## config.mk

```make
export PLATFORM = sky130hd
export DESIGN_NAME = cp0
export DESIGN_NICKNAME = d
export VERILOG_FILES = /design/src/rtl/cp0_pkg.sv /design/src/rtl/cp0_timer.sv /design/src/rtl/cp0.sv
export SDC_FILE = /design/constraint.sdc
export NUM_CORES = 1
export LEC_CHECK = 0
export ABC_AREA = 1
export BUFFER_PORTS_ARGS = -buffer_cell sky130_fd_sc_hd__buf_4
export CORE_MARGIN = 1.5
export CORE_UTILIZATION = 35
export CTS_CLUSTER_SIZE = 14
export DETAILED_ROUTE_END_ITERATION = 8
export MAX_ROUTING_LAYER = met4
export RECOVER_POWER = 100
export SLEW_MARGIN = 20
export SYNTH_ARGS = -nofsm -noshare
export SYNTH_HDL_FRONTEND = slang
export SYNTH_HIERARCHICAL = 1
export SYNTH_SLANG_ARGS = --single-unit
export TNS_END_PERCENT = 5
```

## constraint.sdc

```tcl
create_clock -name clk -period 2.57 [get_ports clk]
set_input_delay 0.257 -clock clk [delete_from_list [all_inputs] [get_ports clk]]
set_output_delay 0.257 -clock clk [all_outputs]
set_load 0.02 [all_outputs]
```

## src/rtl/cp0_pkg.sv

```systemverilog
// Purpose: shared CP0 constants (register addresses, ExcCodes, SR/Cause bit positions, defaults).
// Latency: n/a (declarations only).
// Backpressure: n/a.
package cp0_pkg;

    // CP0 register numbers (rd field of mfc0/mtc0)
    localparam logic [4:0] ADDR_COUNT   = 5'd9;
    localparam logic [4:0] ADDR_COMPARE = 5'd11;
    localparam logic [4:0] ADDR_SR      = 5'd12;
    localparam logic [4:0] ADDR_CAUSE   = 5'd13;
    localparam logic [4:0] ADDR_EPC     = 5'd14;
    localparam logic [4:0] ADDR_PRID    = 5'd15;

    // Exception codes written into Cause.ExcCode
    typedef enum logic [4:0] {
        EXC_INT  = 5'd0,
        EXC_ADEL = 5'd4,
        EXC_ADES = 5'd5,
        EXC_SYS  = 5'd8,
        EXC_RI   = 5'd10,
        EXC_OV   = 5'd12
    } exc_code_e;

    // SR / Cause field positions
    localparam int SR_IE        = 0;
    localparam int SR_EXL       = 1;
    localparam int SR_IM_LO     = 10;
    localparam int CAUSE_EXC_LO = 2;
    localparam int CAUSE_IP_LO  = 10;
    localparam int CAUSE_BD     = 31;

    localparam logic [31:0] HANDLER_PC_DEFAULT = 32'h0000_4180;
    localparam logic [31:0] PRID_DEFAULT       = 32'h2024_0701;

    // EPC and PC values are always kept word-aligned
    function automatic logic [31:0] word_align(input logic [31:0] a);
        return a & 32'hFFFF_FFFC;
    endfunction

endpackage

```

## src/rtl/cp0_timer.sv

```systemverilog
// Purpose: Count/Compare timer with sticky pending flag (only built when CP0_TIMER_EN is defined).
// Latency: Count and pending flag update on each clock edge; outputs are registered.
// Backpressure: none; writes are accepted on the edge they are strobed.
module cp0_timer (
    input  logic        clk,
    input  logic        reset,
    input  logic        wr_count_i,
    input  logic        wr_compare_i,
    input  logic [31:0] wdata_i,
    output logic [31:0] count_o,
    output logic [31:0] compare_o,
    output logic        pend_o
);

    logic [31:0] count_q, count_d;
    logic [31:0] compare_q, compare_d;
    logic        pend_q, pend_d;

    // Next state: free-running count, loadable compare, pending set on match after the increment
    always_comb begin
        count_d   = wr_count_i ? wdata_i : count_q + 32'd1;
        compare_d = wr_compare_i ? wdata_i : compare_q;
        pend_d    = pend_q;
        if (wr_compare_i) begin
            pend_d = 1'b0;
        end else if (count_d == compare_q) begin
            pend_d = 1'b1;
        end
    end

    // Timer state registers
    always_ff @(posedge clk or posedge reset) begin
        if (reset) begin
            count_q   <= 32'd0;
            compare_q <= 32'd0;
            pend_q    <= 1'b0;
        end else begin
            count_q   <= count_d;
            compare_q <= compare_d;
            pend_q    <= pend_d;
        end
    end

    assign count_o   = count_q;
    assign compare_o = compare_q;
    assign pend_o    = pend_q;

endmodule

```

## src/rtl/cp0.sv

```systemverilog
// Purpose: MIPS coprocessor 0 (SR/Cause/EPC/PRId, interrupt vs exception arbitration); CP0_TIMER_EN adds Count/Compare.
// Latency: req and cp0_rdata are combinational; register updates are visible one cycle later.
// Backpressure: none; req overrides any mtc0/eret in the same cycle, which the pipeline flushes and retries.
module cp0
    import cp0_pkg::*;
#(
    parameter logic [31:0] PRID       = PRID_DEFAULT,
    parameter logic [31:0] HANDLER_PC = HANDLER_PC_DEFAULT
) (
    input  logic        clk,
    input  logic        reset,
    input  logic        en,
    input  logic [4:0]  cp0_addr,
    input  logic [31:0] cp0_wdata,
    output logic [31:0] cp0_rdata,
    input  logic [31:0] vpc,
    input  logic        bd_in,
    input  logic [4:0]  exc_code_in,
    input  logic [5:0]  hw_int,
    input  logic        exl_clr,
    output logic        req,
    output logic [31:0] epc_out,
    output logic [31:0] handler_pc
);

    logic [5:0]  sr_im_q, sr_im_d;
    logic        sr_exl_q, sr_exl_d;
    logic        sr_ie_q, sr_ie_d;
    logic        cause_bd_q, cause_bd_d;
    logic [5:0]  cause_ip_q, cause_ip_d;
    logic [4:0]  cause_exc_q, cause_exc_d;
    logic [31:0] epc_q, epc_d;

    logic [5:0]  hw_eff;
    logic        int_req, exc_req, wr_ok;
    logic [31:0] vpc_al, sr_word, cause_word;
    logic [31:0] timer_count, timer_compare;

    // mtc0 only lands when neither an exception nor an eret claims the cycle
    assign wr_ok = en & ~req & ~exl_clr;

`ifdef CP0_TIMER_EN
    logic timer_pend;

    cp0_timer u_timer (
        .clk          (clk),
        .reset        (reset),
        .wr_count_i   (wr_ok && (cp0_addr == ADDR_COUNT)),
        .wr_compare_i (wr_ok && (cp0_addr == ADDR_COMPARE)),
        .wdata_i      (cp0_wdata),
        .count_o      (timer_count),
        .compare_o    (timer_compare),
        .pend_o       (timer_pend)
    );

    assign hw_eff = hw_int | {timer_pend, 5'b0};
`else
    assign timer_count   = 32'd0;
    assign timer_compare = 32'd0;
    assign hw_eff        = hw_int;
`endif

    assign int_req = (|(hw_eff & sr_im_q)) & sr_ie_q & ~sr_exl_q;
    assign exc_req = (exc_code_in != 5'd0) & ~sr_exl_q;
    assign req     = (int_req | exc_req) & ~reset;

    assign vpc_al     = word_align(vpc);
    assign sr_word    = {16'b0, sr_im_q, 8'b0, sr_exl_q, sr_ie_q};
    assign cause_word = {cause_bd_q, 15'b0, cause_ip_q, 3'b0, cause_exc_q, 2'b0};

    assign epc_out    = epc_q;
    assign handler_pc = HANDLER_PC;

    // Next state: IP always tracks the lines; exception entry beats eret beats mtc0
    always_comb begin
        sr_im_d     = sr_im_q;
        sr_exl_d    = sr_exl_q;
        sr_ie_d     = sr_ie_q;
        cause_bd_d  = cause_bd_q;
        cause_ip_d  = hw_eff;
        cause_exc_d = cause_exc_q;
        epc_d       = epc_q;
        if (req) begin
            sr_exl_d    = 1'b1;
            cause_exc_d = int_req ? EXC_INT : exc_code_in;
            cause_bd_d  = bd_in;
            epc_d       = bd_in ? vpc_al - 32'd4 : vpc_al;
        end else if (exl_clr) begin
            sr_exl_d = 1'b0;
        end else if (en) begin
            case (cp0_addr)
                ADDR_SR: begin
                    sr_im_d  = cp0_wdata[SR_IM_LO +: 6];
                    sr_exl_d = cp0_wdata[SR_EXL];
                    sr_ie_d  = cp0_wdata[SR_IE];
                end
                ADDR_EPC: epc_d = word_align(cp0_wdata);
                default: ;
            endcase
        end
    end

    // Architectural register file
    always_ff @(posedge clk or posedge reset) begin
        if (reset) begin
            sr_im_q     <= 6'd0;
            sr_exl_q    <= 1'b0;
            sr_ie_q     <= 1'b0;
            cause_bd_q  <= 1'b0;
            cause_ip_q  <= 6'd0;
            cause_exc_q <= 5'd0;
            epc_q       <= 32'd0;
        end else begin
            sr_im_q     <= sr_im_d;
            sr_exl_q    <= sr_exl_d;
            sr_ie_q     <= sr_ie_d;
            cause_bd_q  <= cause_bd_d;
            cause_ip_q  <= cause_ip_d;
            cause_exc_q <= cause_exc_d;
            epc_q       <= epc_d;
        end
    end

    // mfc0 read mux, pre-edge values, unimplemented addresses read zero
    always_comb begin
        cp0_rdata = 32'd0;
        case (cp0_addr)
            ADDR_COUNT:   cp0_rdata = timer_count;
            ADDR_COMPARE: cp0_rdata = timer_compare;
            ADDR_SR:      cp0_rdata = sr_word;
            ADDR_CAUSE:   cp0_rdata = cause_word;
            ADDR_EPC:     cp0_rdata = epc_q;
            ADDR_PRID:    cp0_rdata = PRID;
            default:      cp0_rdata = 32'd0;
        endcase
    end

endmodule
```

==> impl_metrics.json <==
{
  "portBuffers": 145,
  "cts_setup_buffers": 0,
  "grt_antenna_before_repair": 0,
  "pin_count": 182,
  "viasPerCell": 4.60,
  "htree_num_levels": 2,
  "crit_top_cell": "nand2_1",
  "grt_pass1_vias": 3705,
  "dr.pass1.iters": 4,
  "synthArstFlopShare_pct": 100,
  "start_kind": "flip-flop",
  "hold_viol": 0,
  "maxCapViolations": 0,
  "cts_resized": 0,
  "grt_pass1_wl_um": 18600,
  "gr-total-overflow": 0,
  "n_fill_cell": 1235,
  "fin_nets": 816,
  "slowest_stage": "dfrtp_1",
  "synth_seq_cells": 50,
  "worstMarginPinSlew_ns": 1.04,
  "postLayoutCellArea_sq_um": 4760,
  "power.density_nw_per_um2": 527,
  "synth_edf_count": 0,
  "synth.area.top_cells": "dfrtp_1, nand2_1, buf_4",
  "cts_buffers": 5,
  "routed_wl_um": 12200,
  "grt_usage_pct": 21.2,
  "drc": 0,
  "clock.fmax_ghz": 0.445,
  "syn_area_sq_um": 3890,
  "rsz0062_at_grt": "no",
  "dp_slack_ns": 0.655,
  "drive_gt1_share_pct": 16.8,
  "regArea_sq_um": 1250,
  "worstPathArrival_ns": 1.99,
  "yosys_warnings": 6,
  "dp.cells": 863,
  "endpoint_kind": "output pin",
  "placed_cell_area_sq_um": 4940,
  "fin_skew_ns": 0.00899,
  "synth_top_area_share_pct": 32.2,
  "setup_slack_ns": 0.324,
  "worstPathRequired_ns": 2.31,
  "rows": 38,
  "status": "finished clean",
  "hp-class": "input port to flip-flop",
  "yosysMostFrequentCell": "nand2_1",
  "dr.first_iter.drc_count": 246,
  "die_height_um": 108,
  "die_w_um": 108,
  "synth_flop_cell": "dfrtp_1",
  "synth_seq_area_share_pct": 32.2,
  "finalSetupTns_ns": 0,
  "clk_pin_slew_ns": 0.10,
  "slew_viol_final": 0,
  "r2r_slack_ns": 0.45,
  "synthTopCellsByCount": "nand2_1, inv_1, nor2_1, dfrtp_1, buf_4",
  "power_mw": 2.50,
  "n_antenna_cell": 0,
  "crit_path_cell_trace": "nand2_1, inv_1, nor2_1, nand2_1, nand2_1, a21boi_4, buf_4, clkbuf_1",
  "area_delta_synth_final_pct": 22.3,
  "avgSynthCellArea_sq_um": 6.59,
  "crit_fanout": 19,
  "num_vias": 4006,
  "multiInputGateArea_sq_um": 2040,
  "yosysTopAreaCell": "dfrtp_1",
  "cts_root_buffer": "clkbuf_8",
  "hpwl_um": 9680,
  "cts_tree": "yes",
  "dieArea_sq_um": 11800,
  "leakage_nw": 2.51,
  "relSlewSlack_pct": 30.6,
  "worstSkewPairLatency_ns": 0.31,
  "hold_buffers": 0,
  "cts.path.max_buffers": 2,
  "period_share_pct": 87.4,
  "avgRoutedWirePerCell_um": 14.0,
  "fin_crit_ns": 2.25,
  "cpPeakStageDelay_ns": 0.39,
  "ant_nets": 0,
  "initial_core_util_pct": 35.9,
  "layout.cells.non_filler": 871,
  "gp_congestion": 0.854,
  "clock_sinks": 50,
  "netlist_instances": 590,
  "setup_violations": 0,
  "coreArea_sq_um": 10800,
  "critPathKind": "flip-flop to output pin",
  "ir_drop_uv": 241,
  "synth.distinct_cells": 34,
  "grt_max_degree": 28
}
worst max-delay path: cells and delay by family, from the launching register on:
family / cells / cell delay, ns
buffers and inverters: 3 / 0.61
AND/OR/NAND/NOR: 4 / 0.36
flip-flops: 1 / 0.39
AO/OA/AOI/OAI: 1 / 0.32
report_power, final:
part / switching (mW) / internal [mW] / total (mW)
combinational: 0.608 / 0.276 / 0.884
clock: 0.273 / 0.291 / 0.564
sequential: 0.110 / 0.947 / 1.06
flip-flops by register name, indices dropped and copies added, names as in the netlist:
register,flops
epc_out,30
cause_ip_q,6
sr_im_q,6
cause_exc_q,5
cause_bd_q,1
sr_exl_q,1
sr_ie_q,1
logic make-up (layout without fill, tap and decap cells):
kind of cell	count (synthesis)	in the layout	share of synthesized area (%)
compound gates	65	65	10.3
xor+xnor	14	14	3.15
fa+ha+maj	1	1	0.322
buf+inv	127	236	17.2
flops	50	50	32.2
other cells	2	34	0.193
simple gates	331	331	36.6
cells in the final DEF (no fill, tap or decap), drive strengths merged:
cell,netlist,layout
a21boi,1,1
a21oi,2,2
a22o,1,1
and2,1,1
buf,47,77
bufinv,0,1
clkbuf,2,79
clkinv,2,2
clkinvlp,0,1
conb,2,34
dfrtp,50,50
ha,1,1
inv,76,76
nand2,216,216
nand3,33,33
nand4,9,9
nor2,71,71
nor3,1,1
o211ai,2,2
o21ai,54,54
o21bai,1,1
o22ai,4,4
xnor2,6,6
xor2,8,8
per-layer routing:
layer / global-route usage, % / part of all wire [%]
met4: 5.55 / 1.5
met2: 33.7 / 46
met1: 28.7 / 46
met5: - / 0
met3: 2.53 / 5.8
final cells by class:
class	count	share of cell area, %
clock inverter	2	0.789
inverter	78	6.21
sequential	50	26.3
timing repair buffer	150	18.5
multi-input combinational	445	43.0
tap	140	3.68
clock buffer	6	1.53
through the flow:
step	utilization [%]	hold slack, ns
after floorplan	-	0.288
after global placement	45.6	0.347
after detailed placement	45.6	0.354
after CTS	46.6	0.0130
after global routing	43.9	0.0631
final	43.9	0.0819
worst paths after layout:
| check | end | from | cells past startpoint |
|---|---|---|---|
| min in group asynchronous | epc_out[4]$_DFFE_PP0P_ | reset | 2 |
| worst min register to register | sr_im_q[3]$_DFFE_PP0P_ | sr_im_q[3]$_DFFE_PP0P_ | 2 |
| worst max register to register | epc_out[25]$_DFFE_PP0P_ | sr_im_q[5]$_DFFE_PP0P_ | 11 |
| max in group asynchronous | epc_out[10]$_DFFE_PP0P_ | reset | 3 |
| worst max-delay path | req | sr_im_q[5]$_DFFE_PP0P_ | 8 |
| worst min-delay path | cause_ip_q[2]$_DFF_PP0_ | hw_int[2] | 1 |
Power figures use the tool's default switching activity.
